$ cat src/rtl/inst_ram_arb_pkg.sv
`default_nettype none
// +----------------------------------------------------------------------------+
// | Module      : inst_ram_arb_pkg                                             |
// | Description : Shared types and constants for the instruction RAM arbiter. |
// | Revision    : 1.0 - initial release                                        |
// +----------------------------------------------------------------------------+
package inst_ram_arb_pkg;

  localparam int DEF_ADDR_W = 9;
  localparam int DEF_DATA_W = 32;

  // Port ids double as grant-vector indices and round-robin pointer values
  localparam logic PORT_FETCH = 1'b0;
  localparam logic PORT_LOAD  = 1'b1;

  typedef enum logic [0:0] {
    ST_CLEAR = 1'b0,
    ST_RUN   = 1'b1
  } state_t;

endpackage
`default_nettype wire

$ cat src/rtl/inst_ram_arbiter_rr_arb2.sv
`default_nettype none
// +----------------------------------------------------------------------------+
// | Module      : rr_arb2                                                      |
// | Description : Two-request round-robin arbiter; pointer flips on contention.|
// | Revision    : 1.0 - initial release                                        |
// +----------------------------------------------------------------------------+
module rr_arb2
  import inst_ram_arb_pkg::*;
(
  input  logic       clk,
  input  logic       rst,
  input  logic       i_en,
  input  logic [1:0] i_req,
  output logic [1:0] o_gnt
);

  logic       r_ptr;
  logic [1:0] w_req;
  logic       w_contend;

  assign w_req     = i_req & {2{i_en}};
  assign w_contend = &w_req;

  always_comb begin
    o_gnt = w_req;
    if (w_contend) begin
      o_gnt        = 2'b00;
      o_gnt[r_ptr] = 1'b1;
    end
  end

  // Uncontended grants leave the pointer alone so a lone requester cannot
  // steal the other port's next turn.
  always_ff @(posedge clk or posedge rst) begin
    if (rst) begin
      r_ptr <= PORT_FETCH;
    end else if (w_contend) begin
      r_ptr <= ~r_ptr;
    end
  end

endmodule
`default_nettype wire

$ cat src/rtl/inst_ram_arbiter.sv
`default_nettype none
// +----------------------------------------------------------------------------+
// | Module      : inst_ram_arbiter                                             |
// | Description : Shares a single-port instruction RAM between fetch and       |
// |               loader ports. Define INST_RAM_ARB_CLEAR_EN to zero the RAM   |
// |               with a full sweep after every reset.                         |
// | Revision    : 1.0 - initial release                                        |
// +----------------------------------------------------------------------------+
module inst_ram_arbiter
  import inst_ram_arb_pkg::*;
#(
  parameter int ADDR_W = DEF_ADDR_W,
  parameter int DATA_W = DEF_DATA_W
) (
  input  logic              clka,
  input  logic              rsta,
  input  logic              f_valid,
  input  logic [ADDR_W-1:0] f_addr,
  output logic              f_ready,
  output logic              f_rvalid,
  output logic [DATA_W-1:0] f_rdata,
  input  logic              l_valid,
  input  logic              l_we,
  input  logic [ADDR_W-1:0] l_addr,
  input  logic [DATA_W-1:0] l_wdata,
  input  logic              l_lock,
  output logic              l_ready,
  output logic              l_rvalid,
  output logic [DATA_W-1:0] l_rdata,
  output logic              busy,
  output logic [ADDR_W-1:0] ram_addr,
  output logic [DATA_W-1:0] ram_din,
  output logic              ram_we,
  input  logic [DATA_W-1:0] ram_dout
);

  logic              w_clear;
  logic [1:0]        w_req;
  logic [1:0]        w_gnt;
  logic [ADDR_W-1:0] w_ram_addr;
  logic [DATA_W-1:0] w_ram_din;
  logic              w_ram_we;
  logic [ADDR_W-1:0] r_addr;
  logic              r_f_rvalid;
  logic              r_l_rvalid;
  logic [DATA_W-1:0] r_f_rdata;
  logic [DATA_W-1:0] r_l_rdata;

`ifdef INST_RAM_ARB_CLEAR_EN
  localparam logic [ADDR_W-1:0] c_sweep_one = {{(ADDR_W-1){1'b0}}, 1'b1};

  state_t            r_state;
  logic [ADDR_W-1:0] r_sweep;

  always_ff @(posedge clka or posedge rsta) begin
    if (rsta) begin
      r_state <= ST_CLEAR;
      r_sweep <= '0;
    end else begin
      case (r_state)
        ST_CLEAR: begin
          r_sweep <= r_sweep + c_sweep_one;
          if (&r_sweep) r_state <= ST_RUN;
        end
        default: r_state <= ST_RUN;
      endcase
    end
  end

  assign w_clear = (r_state == ST_CLEAR);
`else
  assign w_clear = 1'b0;
`endif

  // Fetch is masked by the loader lock before arbitration, so a locked fetch
  // never contends and never moves the pointer.
  assign w_req[PORT_FETCH] = f_valid & ~l_lock;
  assign w_req[PORT_LOAD]  = l_valid;

  rr_arb2 u_arb (
    .clk   (clka),
    .rst   (rsta),
    .i_en  (~w_clear & ~rsta),
    .i_req (w_req),
    .o_gnt (w_gnt)
  );

  always_comb begin
    w_ram_addr = r_addr;
    w_ram_din  = l_wdata;
    w_ram_we   = 1'b0;
`ifdef INST_RAM_ARB_CLEAR_EN
    if (w_clear) begin
      w_ram_addr = r_sweep;
      w_ram_din  = '0;
      w_ram_we   = 1'b1;
    end else
`endif
    if (w_gnt[PORT_LOAD]) begin
      w_ram_addr = l_addr;
      w_ram_we   = l_we;
    end else if (w_gnt[PORT_FETCH]) begin
      w_ram_addr = f_addr;
    end
  end

  // RAM reads are combinational, so the word returned is whatever ram_dout
  // shows during the accept cycle (the old word for a loader write).
  always_ff @(posedge clka or posedge rsta) begin
    if (rsta) begin
      r_addr     <= '0;
      r_f_rvalid <= 1'b0;
      r_l_rvalid <= 1'b0;
      r_f_rdata  <= '0;
      r_l_rdata  <= '0;
    end else begin
      r_addr     <= w_ram_addr;
      r_f_rvalid <= w_gnt[PORT_FETCH];
      r_l_rvalid <= w_gnt[PORT_LOAD];
      if (w_gnt[PORT_FETCH]) r_f_rdata <= ram_dout;
      if (w_gnt[PORT_LOAD])  r_l_rdata <= ram_dout;
    end
  end

  assign f_ready  = w_gnt[PORT_FETCH];
  assign l_ready  = w_gnt[PORT_LOAD];
  assign f_rvalid = r_f_rvalid;
  assign l_rvalid = r_l_rvalid;
  assign f_rdata  = r_f_rdata;
  assign l_rdata  = r_l_rdata;
  assign busy     = w_clear;
  assign ram_addr = w_ram_addr;
  assign ram_din  = w_ram_din;
  assign ram_we   = w_ram_we;

endmodule
`default_nettype wire

$ cat config.mk
export PLATFORM = sky130hd
export DESIGN_NAME = inst_ram_arbiter
export DESIGN_NICKNAME = d
export VERILOG_FILES = /design/src/rtl/inst_ram_arb_pkg.sv /design/src/rtl/inst_ram_arbiter_rr_arb2.sv /design/src/rtl/inst_ram_arbiter.sv
export SDC_FILE = /design/constraint.sdc
export NUM_CORES = 1
export LEC_CHECK = 0
export CAP_MARGIN = 30
export CORE_ASPECT_RATIO = 0.7
export CORE_UTILIZATION = 40
export DETAILED_ROUTE_END_ITERATION = 10
export PLACE_DENSITY = 0.9
export SETUP_SLACK_MARGIN = 0.2
export SYNTH_ARGS = -nofsm -noshare
export SYNTH_HDL_FRONTEND = slang
export SYNTH_SLANG_ARGS = --single-unit
$ cat constraint.sdc
create_clock -name clka -period 7 [get_ports clka]
set_input_delay 1.4 -clock clka [delete_from_list [all_inputs] [get_ports clka]]
set_output_delay 1.4 -clock clka [all_outputs]
set_load 0.005 [all_outputs]
==> results <==
- The run finished with clean final reports.
- Of the total power, the clock network draws 0.298.
- The shortest period the worst path allows is 5.35 ns.
- The number of antenna violations at the first check in global routing is 0.
- The number of library cell types mapped by synthesis is 22.
- The required time of the worst setup path is 5.60 ns.
- The number of hold violations in the final report was 0.
- The share of synthesized registers carrying an async set or reset is 1.00.
- The number of max-cap violations is 0.
- Clock skew on the completed layout was measured at 0.00771 ns.
- The cell count after synthesis came out at 233.
- The tree is rooted in a clkbuf_16.
- Once the clock tree was built, the setup fixing pass inserted 0 buffers.
- The number of remaining DRC errors is 0.
- The critical path capture point type is a primary output.
- Entering global routing, the biggest net connects 77 pins.
- The total grt overflow is 0.
- The number of warnings reported in the yosys synthesis log is 0.
- The logic gate share of total power is 0.304.
- The worst path setup slack after routing is 1.65 ns.
- The share of final-layout standard cells stronger than drive strength 1 is 0.276.
- The power spent charging and discharging nets is 376 uW.
- Clock-pin slew was measured on the worst setup and hold paths at 0.05 ns.
- The number of nets at the end of the flow is 424.
- The number of failing setup endpoints in the final timing report is 0.
- Dividing total power by cell area gives a power density of 332 nW/um2.
- The netlist area before placement is 3310 um2.
- The congestion estimate from routability-driven global placement came to 0.792.
- The die extent in y is 78.1 um.
- The top fanout value on the critical path is 19.
- The via count of the first global-routing pass came to 2431.
- VDD sags by at most 197 uV.
- The repair_antennas step left the layout with diodes totalling 0.
- For this design, the sink count on the clock tree is 76.
- TritonCTS built the clock tree.
- The worst hold path begins at f_rdata[7].
- For this run, the detailed router's first-pass iteration total came to 4.
- The area inside the core boundary is 7940 um2.
- The die area is 8650 um2.
- Yosys attributes the largest share of cell area to dfrtp_1 (57%), mux2_2 (19%), buf_4 (8.4%).
- STA classifies the critical path startpoint as an input port.
- The maximum count of clock buffers along a single path is 2.
- The total number of vias is 2230.
- Of the available clock period, the critical path in the final layout requires 0.764.
- From left edge to right edge, the die measures 111 um.
- The net count after synthesis is 321.
- The global-route wire length before repair is 12000 um.
- The placement-stage worst setup slack is 1.67 ns.
- The class of the most critical hold timing path is reg -> reg.
- The number of buffers added by the clock tree synthesis step is 9.
- Adding up every negative setup slack in the final design gives 0 ns.
- The placed instances occupy a cell area of 4450 um2.
- The remaining number of nets flagged by the antenna check after routing is 0.
- STA puts the critical path data arrival time at 3.95 ns.
- The power share of the sequential group is 0.398.
- The tightest hold margin is 0.501 ns.
- The part of the Yosys area used for sequential elements is 0.574.
- From synthesis to final layout, the design area changed by 44.3%.
- The final layout contains routed wiring with a total length of 7290 um.
- The number of H-tree levels is 3.
- Using the TritonRoute via totals, the vias-per-cell ratio works out to 5.06.
- The cts-stage hold buffer count is 0.
- After filler insertion, the fill cell instance count of the layout stands at 623.
- The number of placement rows is 27.
- The number of max-slew violations in the final report is 0.
- Cell internal power was estimated by the tool at 1.21 mW.
- The launching element of the worst setup path is f_valid.
- In this run the tightest slew margin relative to its limit is 0.462.
- The post-cts sizing count is 0.
- After legalization and detailed placement, the total HPWL measured 5180 um.
- By instance count, the leading cell after synthesis is dfrtp_1.
- At the pin with the least slew margin, the transition time is 0.807 ns.
- Timing would allow up to 187 MHz.
- Setup repair after global routing left no endpoint under its margin.
- The detailed router finished its first iteration with 52 violations.
- The clock network latency to the later pin of the worst-skew pair is 0.32 ns.
- After detailed routing, the average wire length per cell comes to 16.5 um.
- The proportion of netlist area held by the largest area contributor is 0.574.
- In the global route stage, overall resource usage came out at 0.174.
- The origin of the critical flop-to-flop path is u_arb.r_ptr.
- In this run, synthesis inferred 0 flip-flops with an integrated enable.
- 199 I/O pins were placed.
- The number of storage elements in the synthesis netlist is 76.
- By count the netlist is led by dfrtp_1 (76), mux2_2 (56), buf_4 (37).
- The category of the most critical setup path is in -> out.
- The starting utilization of the core area is 0.417.
- The final instance area is 4780 um2.
- In the final layout, flip-flops and latches occupy 1900 um2.
- Of the total power, the share spent switching nets is 0.237.
- The multi-input combinational cells in the finished layout cover a total of 1060 um2.
- The core utilization of the finished layout is 0.602.
- The main flop type after synthesis is dfrtp_1.
- The mean instance size in the synthesized netlist is 14.2 um2.
- The count of port buffers added during placement is 133.
- The synthesized design spends more area on one cell type than any other, namely dfrtp_1.
- The leakage dissipation is 1.94 nW.
## power by group through the flow
stage | logic, mW | registers (mW) | clock network (mW)
final | 0.483 | 0.631 | 0.473
after global routing | 0.518 | 0.647 | 0.506
after CTS | 0.489 | 0.632 | 0.488
after detailed placement | 0.486 | 0.638 | 0
after global placement | 0.475 | 0.629 | 0
after floorplan | 0.182 | 0.638 | 0
## area by class of cell
class                      count  share of cell area
sequential                    76               0.398
timing repair buffer         137               0.288
multi-input combinational    110               0.222
clock buffer                  10              0.0479
tap                          101              0.0264
clock inverter                 5              0.0162
inverter                       2             0.00209
## registers in the layout, indices dropped and copies added (netlist names)
name and count:
f_rvalid 1, l_rvalid 1, r_addr 9, l_rdata 32
f_rdata 32, u_arb.r_ptr 1
## kinds of logic after synthesis
| kind of cell | after synthesis | synth area share |
|---|---|---|
| AO/OA/AOI/OAI | 18 | 0.0306 |
| XOR/XNOR | 1 | 0.00264 |
| buffers and inverters | 47 | 0.106 |
| flip-flops | 76 | 0.574 |
| multiplexers | 64 | 0.227 |
| other | 1 | 0.00113 |
| AND/OR/NAND/NOR | 26 | 0.0589 |
## routing by layer
layer  part of all wire  track usage
met2               0.49        0.288
met5                  0            0
met3              0.086       0.0772
met4              0.017       0.0627
met1               0.41        0.202
## critical path, cell delays in order
cell and delay [ns]:
clkdlybuf4s50_1 0.50, nor3b_4 0.41, or2_1 0.70, inv_4 0.25, and2_1 0.24, clkdlybuf4s50_1 0.43
## through the flow
stage | power, mW | std cells
after floorplan | 0.820 | 233
after global placement | 1.10 | 425
after detailed placement | 1.12 | 425
after CTS | 1.61 | 440
after global routing | 1.67 | 441
final | 1.59 | 441
## placed cells by master (no fill, tap or decap)
master	instances
clkdlybuf4s50_1	133
dfrtp_1	76
mux2_2	56
o21ai_0	9
nor3_1	9
a31oi_1	9
clkbuf_16	9
mux2_4	8
or3b_2	8
buf_4	3
and2_1	2
or3b_1	2
clkinv_2	2
bufinv_16	2
nand2b_1	1
nor3b_4	1
or2_1	1
inv_4	1
nor2_4	1
inv_2	1
nor3b_1	1
xor2_1	1
conb_1	1
clkinvlp_4	1
clkbuf_1	1
buf_12	1
## path summary, 6_finish.rpt
| path | end | slack, ns | depth (start not counted) |
|---|---|---|---|
| hold / removal | f_rdata[7] | 0.50 | 1 |
| max in group asynchronous | l_rdata[2] | 4.86 | 4 |
| setup / recovery | ram_we | 1.65 | 6 |
| setup reg to reg | l_rdata[5] | 4.63 | 4 |
| hold reg to reg | f_rdata[7] | 0.50 | 1 |
| min in group asynchronous | l_rdata[9] | 1.55 | 3 |
(Power assumes the default switching activity.)
